`src/rtl/cp0_intr_ctrl_if.sv`:
```
// CP0 register-write and commit bus plus the readback outputs of the
// interrupt controller. The pipeline side is the master, the controller
// the slave.
//
// Handshake: there is no valid/ready pair. we_i is a single-cycle write
// strobe that qualifies waddr_i and wdata_i. exc_flag_i and eret_i are
// single-cycle commit pulses. The controller never stalls, so each is
// taken at the next rising edge unconditionally.
interface cp0_intr_ctrl_if;
    logic        we_i;
    logic [4:0]  waddr_i;
    logic [31:0] wdata_i;
    logic        exc_flag_i;
    logic        eret_i;
    logic [31:0] count_o;
    logic [31:0] compare_o;
    logic [31:0] status_o;
    logic [7:0]  cause_ip_o;
    logic        ti_o;
    logic        intr_o;

    modport master (
        output we_i, waddr_i, wdata_i, exc_flag_i, eret_i,
        input  count_o, compare_o, status_o, cause_ip_o, ti_o, intr_o
    );

    modport slave (
        input  we_i, waddr_i, wdata_i, exc_flag_i, eret_i,
        output count_o, compare_o, status_o, cause_ip_o, ti_o, intr_o
    );
endinterface

```
`src/rtl/cp0_intr_ctrl.sv`:
```
// CP0 Count/Compare timer, Status/Cause interrupt state and the registered
// interrupt request to the exception unit.
module cp0_intr_ctrl #(
    parameter int COUNT_DIV = 2
) (
    input  logic                 clk,
    input  logic                 rst,
    input  logic [5:0]           hw_int_i,
    cp0_intr_ctrl_if.slave       bus
);
    localparam logic [4:0] REG_COUNT   = 5'd9;
    localparam logic [4:0] REG_COMPARE = 5'd11;
    localparam logic [4:0] REG_STATUS  = 5'd12;
    localparam logic [4:0] REG_CAUSE   = 5'd13;
    localparam logic [3:0] DIV_MAX     = 4'(COUNT_DIV - 1);

    logic [3:0]  div_q, div_d;
    logic [31:0] count_q, count_d;
    logic [31:0] compare_q, compare_d;
    logic        ti_q, ti_d;
    logic [5:0]  sync1_q, sync1_d;
    logic [5:0]  sync2_q, sync2_d;
    logic [1:0]  ip_sw_q, ip_sw_d;
    logic [7:0]  im_q, im_d;
    logic        exl_q, exl_d;
    logic        ie_q, ie_d;
    logic        intr_q, intr_d;

    logic        wr_count, wr_compare, wr_status, wr_cause;
    logic        inc_tick;
    logic [31:0] count_inc;
    logic [7:0]  ip;

    // Decode writes, divider tick and the assembled Cause.IP vector.
    always_comb begin
        wr_count   = bus.we_i && (bus.waddr_i == REG_COUNT);
        wr_compare = bus.we_i && (bus.waddr_i == REG_COMPARE);
        wr_status  = bus.we_i && (bus.waddr_i == REG_STATUS);
        wr_cause   = bus.we_i && (bus.waddr_i == REG_CAUSE);
        inc_tick   = (div_q == DIV_MAX);
        count_inc  = count_q + 32'd1;
        ip         = {sync2_q[5] | ti_q, sync2_q[4:0], ip_sw_q};
    end

    // Next-state logic; a Count write beats an increment, a Compare write
    // beats a match, and exception commit beats ERET beats a Status write
    // for EXL only.
    always_comb begin
        div_d     = inc_tick ? 4'd0 : div_q + 4'd1;
        count_d   = inc_tick ? count_inc : count_q;
        if (wr_count) begin
            div_d   = 4'd0;
            count_d = bus.wdata_i;
        end

        compare_d = wr_compare ? bus.wdata_i : compare_q;

        ti_d = ti_q;
        if (wr_compare)
            ti_d = 1'b0;
        else if (inc_tick && !wr_count && (count_inc == compare_q))
            ti_d = 1'b1;

        sync1_d = hw_int_i;
        sync2_d = sync1_q;

        ip_sw_d = wr_cause ? bus.wdata_i[9:8] : ip_sw_q;
        im_d    = wr_status ? bus.wdata_i[15:8] : im_q;
        ie_d    = wr_status ? bus.wdata_i[0] : ie_q;

        if (bus.exc_flag_i)
            exl_d = 1'b1;
        else if (bus.eret_i)
            exl_d = 1'b0;
        else if (wr_status)
            exl_d = bus.wdata_i[1];
        else
            exl_d = exl_q;

        intr_d = ie_q & ~exl_q & (|(ip & im_q));
    end

    // State registers with synchronous reset that overrides all writes.
    always_ff @(posedge clk) begin
        if (rst) begin
            div_q     <= 4'd0;
            count_q   <= 32'd0;
            compare_q <= 32'd0;
            ti_q      <= 1'b0;
            sync1_q   <= 6'd0;
            sync2_q   <= 6'd0;
            ip_sw_q   <= 2'd0;
            im_q      <= 8'd0;
            exl_q     <= 1'b1;
            ie_q      <= 1'b0;
            intr_q    <= 1'b0;
        end else begin
            div_q     <= div_d;
            count_q   <= count_d;
            compare_q <= compare_d;
            ti_q      <= ti_d;
            sync1_q   <= sync1_d;
            sync2_q   <= sync2_d;
            ip_sw_q   <= ip_sw_d;
            im_q      <= im_d;
            exl_q     <= exl_d;
            ie_q      <= ie_d;
            intr_q    <= intr_d;
        end
    end

    // Register readback.
    always_comb begin
        bus.count_o    = count_q;
        bus.compare_o  = compare_q;
        bus.status_o   = {16'd0, im_q, 6'd0, exl_q, ie_q};
        bus.cause_ip_o = ip;
        bus.ti_o       = ti_q;
        bus.intr_o     = intr_q;
    end
endmodule

```
`src/flat_wrapper.sv`:
```
// flat-port wrapper written by rule: the top's interface ports become plain ports
module cp0_intr_ctrl_flat 
#(
    parameter int COUNT_DIV = 2
)
  (clk, rst, hw_int_i, bus_we_i, bus_waddr_i, bus_wdata_i, bus_exc_flag_i, bus_eret_i, bus_count_o, bus_compare_o, bus_status_o, bus_cause_ip_o, bus_ti_o, bus_intr_o);
  cp0_intr_ctrl_if bus_i ();
  input  logic clk;
  input  logic rst;
  input  logic [5:0] hw_int_i;
  input wire logic [$bits(bus_i.we_i)-1:0] bus_we_i;
  input wire logic [$bits(bus_i.waddr_i)-1:0] bus_waddr_i;
  input wire logic [$bits(bus_i.wdata_i)-1:0] bus_wdata_i;
  input wire logic [$bits(bus_i.exc_flag_i)-1:0] bus_exc_flag_i;
  input wire logic [$bits(bus_i.eret_i)-1:0] bus_eret_i;
  output wire logic [$bits(bus_i.count_o)-1:0] bus_count_o;
  output wire logic [$bits(bus_i.compare_o)-1:0] bus_compare_o;
  output wire logic [$bits(bus_i.status_o)-1:0] bus_status_o;
  output wire logic [$bits(bus_i.cause_ip_o)-1:0] bus_cause_ip_o;
  output wire logic [$bits(bus_i.ti_o)-1:0] bus_ti_o;
  output wire logic [$bits(bus_i.intr_o)-1:0] bus_intr_o;
  assign bus_i.we_i = bus_we_i;
  assign bus_i.waddr_i = bus_waddr_i;
  assign bus_i.wdata_i = bus_wdata_i;
  assign bus_i.exc_flag_i = bus_exc_flag_i;
  assign bus_i.eret_i = bus_eret_i;
  assign bus_count_o = bus_i.count_o;
  assign bus_compare_o = bus_i.compare_o;
  assign bus_status_o = bus_i.status_o;
  assign bus_cause_ip_o = bus_i.cause_ip_o;
  assign bus_ti_o = bus_i.ti_o;
  assign bus_intr_o = bus_i.intr_o;
  cp0_intr_ctrl #(.COUNT_DIV(COUNT_DIV)) u_core (.clk(clk), .rst(rst), .hw_int_i(hw_int_i), .bus(bus_i));
endmodule
```
`config.mk`:
```
export PLATFORM = sky130hd
export DESIGN_NAME = cp0_intr_ctrl_flat
export DESIGN_NICKNAME = d
export VERILOG_FILES = /design/src/rtl/cp0_intr_ctrl_if.sv /design/src/rtl/cp0_intr_ctrl.sv /design/src/flat_wrapper.sv
export SDC_FILE = /design/constraint.sdc
export NUM_CORES = 1
export LEC_CHECK = 0
export BUFFER_PORTS_ARGS = -buffer_cell sky130_fd_sc_hd__buf_2
export CORE_ASPECT_RATIO = 1.5
export CORE_MARGIN = 3
export CORE_UTILIZATION = 56
export CTS_CLUSTER_SIZE = 25
export DETAILED_ROUTE_END_ITERATION = 6
export GPL_TIMING_DRIVEN = 0
export PLACE_DENSITY = 0.86
export RECOVER_POWER = 100
export SETUP_SLACK_MARGIN = 0.5
export SLEW_MARGIN = 10
export SYNTH_ARGS = -nofsm -noshare
export SYNTH_HDL_FRONTEND = slang
export SYNTH_SLANG_ARGS = --single-unit
```
`constraint.sdc`:
```
create_clock -name clk -period 4.5 [get_ports clk]
set_input_delay 0 -clock clk [delete_from_list [all_inputs] [get_ports clk]]
set_output_delay 0 -clock clk [all_outputs]
set_load 0.01 [all_outputs]
```
==> results_dict.tcl <==
set metrics [dict create \
    run_status "complete, but fails checks" \
    violations "capacitance limit, slew limit" \
    synthAdderAreaFrac 0.00733 \
    cts_resized 0 \
    r2r_cells 8 \
    cts_buffers 9 \
    final_util 0.740 \
    finClkSkew_ps 10.4 \
    hp-start "bus_waddr_i[1]" \
    fin_area_um2 6580 \
    finalCritPeriodShare 0.740 \
    cpMostUsedCell "nand4_1" \
    tightest_slew_ps 1600 \
    synth_cells 625 \
    die_h_um 123 \
    critPathLaunchType "register" \
    drv_slew 11 \
    wl_met3_um 1120 \
    io_pins 154 \
    die_area_um2 10400 \
    total_power_mw 1.86 \
    die_w_um 84.1 \
    ys_ff_latch 94 \
    dp_hpwl_um 11300 \
    cts_tree "built" \
    yosysWarnings 0 \
    first_pass_iters 6 \
    clk_latency_ps 360 \
    power.density_nw_per_um2 284 \
    antenna_cells 0 \
    routedWlPerCell_um 17.0 \
    timing.rr.end "u_core.bus.ti_o" \
    muxShareOfSynthArea 0.0257 \
    root_buffer "clkbuf_16" \
    drc 0 \
    nets 879 \
    syn_avg_cell_area_um2 8.19 \
    highest_layer "met4" \
    period_minus_slack_ps 3330 \
    vias_per_cell 5.66 \
    worstPathBufferInverterCount 1 \
    core_um2 8880 \
    area_growth_pct 28.4 \
    first_iter_violations 415 \
    synth_area_um2 5120 \
    seq_area_frac_synth 0.367 \
    met2_length_um 8130 \
    grt_max_degree 21 \
    vdd_drop_max_mv 0.263 \
    ctsHoldBuffers 40 \
    overflow 0 \
    crit_family "simple AND/OR/NAND/NOR gates" \
    fmax_mhz 300 \
    rsz0062_at_grt "false" \
    crit_type "reg -> reg" \
    worstPathCellList "clkbuf_1 > nand4_1 > nor4_1 > nand4_1 > xnor2_1 > nand4_1 > or4_1 > o31ai_1" \
    synth_compound_area_frac 0.108 \
    grt_pass1_vias 5260 \
    place_congestion 0.935 \
    r2r-start "u_core.bus.count_o[2]" \
    portBuffers 131 \
    grt_pass1_wl_um 25500 \
    clkSinkCount 94 \
    cap_viol_max_count 1 \
    antenna_found_initial 0 \
    clk_pin_slew_ps 80 \
    netlist-cell-type-count 52 \
    num_vias 5338 \
    end_kind "register" \
    synth_edf_count 0 \
    place_area_um2 5990 \
    finalSetupViolCount 0 \
    yosys.area_share.simple 0.275 \
    rows 42 \
    cp_max_fo 10 \
    async_reset_ff_frac 0 \
    hold_viol 0 \
    cts_max_level 3 \
    cp_slowest_cell "nor4_1" \
    max-slew-margin-rel -0.0713 \
    cp.required_ps 4770 \
    ys.flop_type "dfxtp_1" \
    post_cts_buffers 0 \
    hold_class "in -> reg" \
    cts_buffer_depth 2 \
    m1WireLength_um 6140 \
    finalSetupTns_ps 0 \
    whs_endpoint "u_core.div_q[3]" \
    finalWirelength_um 16100 \
    synth_xor_area_frac 0.137 \
    holdWs_ps 72.0 \
    power_leakage_nw 2.52 \
    crit_arrival_ps 3600 \
    initial_utilization 0.577 \
    drtAntennaViolNets 0 \
    drive_above_1_share 0.134 \
    holdPathStages 3 \
    slowest_delay_ps 920 \
    reg2reg_slack_ps 1170 \
    track_usage 0.309 \
    synth_top_family_by_area "simple AND/OR/NAND/NOR gates" \
]
metrics by stage:
stage               instances  worst slack, ps
CTS                       943             1580
floorplan                 646             1900
global placement          887             1670
global route              943              889
detailed placement        887             1670
finish                    943             1170
cells in the mapped netlist (7+ instances only):
| cell type | number | area [µm²] |
|---|---|---|
| a211oi_1 | 29 | 218 |
| a21oi_1 | 36 | 180 |
| and3_1 | 7 | 43.8 |
| buf_2 | 10 | 50.1 |
| buf_4 | 29 | 218 |
| clkbuf_1 | 28 | 105 |
| dfxtp_1 | 94 | 1880 |
| mux2i_1 | 12 | 120 |
| nand2_1 | 90 | 338 |
| nand3_1 | 27 | 135 |
| nand4_1 | 20 | 125 |
| nor2_1 | 61 | 229 |
| nor2b_1 | 14 | 87.6 |
| nor3_1 | 11 | 55.1 |
| nor4_1 | 8 | 50.1 |
| xnor2_1 | 44 | 385 |
| xor2_1 | 36 | 315 |
layer usage:
| metal | vias to the layer above | GRT usage |
|---|---|---|
| li1 | 2514 | - |
| met2 | 276 | 0.548 |
| met5 | - | 0 |
| met1 | 2494 | 0.351 |
| met4 | 0 | 0.174 |
| met3 | 54 | 0.0480 |
how the worst max path moves through the flow:
| stage | from | endpoint | depth (start not counted) | slack, ps |
|---|---|---|---|---|
| 2_1_floorplan | u_core.bus.count_o[8] | u_core.bus.ti_o | 8 | 1900 |
| 3_3_place_gp | u_core.bus.count_o[12] | u_core.bus.ti_o | 8 | 1670 |
| 3_5_place_dp | u_core.bus.count_o[12] | u_core.bus.ti_o | 8 | 1670 |
| 4_1_cts | u_core.bus.count_o[5] | u_core.bus.ti_o | 8 | 1580 |
| 5_1_grt | u_core.div_q[0] | u_core.bus.ti_o | 8 | 890 |
| 6_report | u_core.bus.count_o[2] | u_core.bus.ti_o | 8 | 1170 |
state kept, by name, indices dropped and copies added (netlist names):
| signal | cells |
|---|---|
| u_core.sync2_q | 6 |
| u_core.bus.ti_o | 1 |
| u_core.exl_q | 1 |
| u_core.ip_sw_q | 2 |
| u_core.div_q | 4 |
| u_core.im_q | 8 |
| u_core.bus.intr_o | 1 |
| u_core.sync1_q | 6 |
| u_core.bus.compare_o | 32 |
| u_core.ie_q | 1 |
| u_core.bus.count_o | 32 |
final cells by class:
type / instances / area, µm²
repair buffers: 171 / 951
clock buffers: 9 / 225
well taps: 110 / 138
multi-input cells: 477 / 2890
plain buffers: 71 / 388
clock inverters: 7 / 83.8
fillers: 708 / 2310
flip-flops and latches: 94 / 1880
inverters: 4 / 15.0
worst register-to-register path, delay by kind of cell (launching register included):
kind                      cells  cell delay [ps]
DFF                           1              340
buffers and inverters         1              320
and+or+nand+nor               5             2140
xor gates and xnor gates      1              210
AOI/OAI and AO/OA             1              240
cell families after synthesis:
| family | Yosys count |
|---|---|
| XOR/XNOR | 80 |
| AO/OA/AOI/OAI | 85 |
| multiplexers | 13 |
| AND/OR/NAND/NOR | 274 |
| buffers and inverters | 75 |
| flip-flops | 94 |
| other | 1 |
| adder cells (fa/ha/maj) | 3 |
cells in the final DEF (no fill, tap or decap), types with 3 or more instances in the layout:
cell           Yosys  layout
and4_1             6       6
nand4_1           20      20
or3_1              4       4
ha_1               3       3
buf_2             10      55
a311oi_1           3       3
dlygate4sd3_1      0      40
inv_1              4       4
nor3b_1            2       3
and2_1             4       4
buf_4             29      28
xnor2_1           44      44
nor4_1             8       9
xor2_1            36      36
nor3_1            11      11
o21ai_0            4       4
conb_1             1      22
nor2_1            61      61
inv_8              0       3
nand3_1           27      27
clkbuf_1          28     115
nor2b_1           14      14
nand2_1           90      90
a211oi_1          29      29
dfxtp_1           94      94
mux2i_1           12      12
a21oi_1           36      36
clkbuf_16          0       9
nand3b_1           3       3
and3_1             7       7
where the power goes:
part	internal (mW)	switching, mW
clock	0.400	0.384
sequential	0.850	0.0201
combinational	0.0953	0.115
total	1.35	0.519
Power figures use the tool's default switching activity.
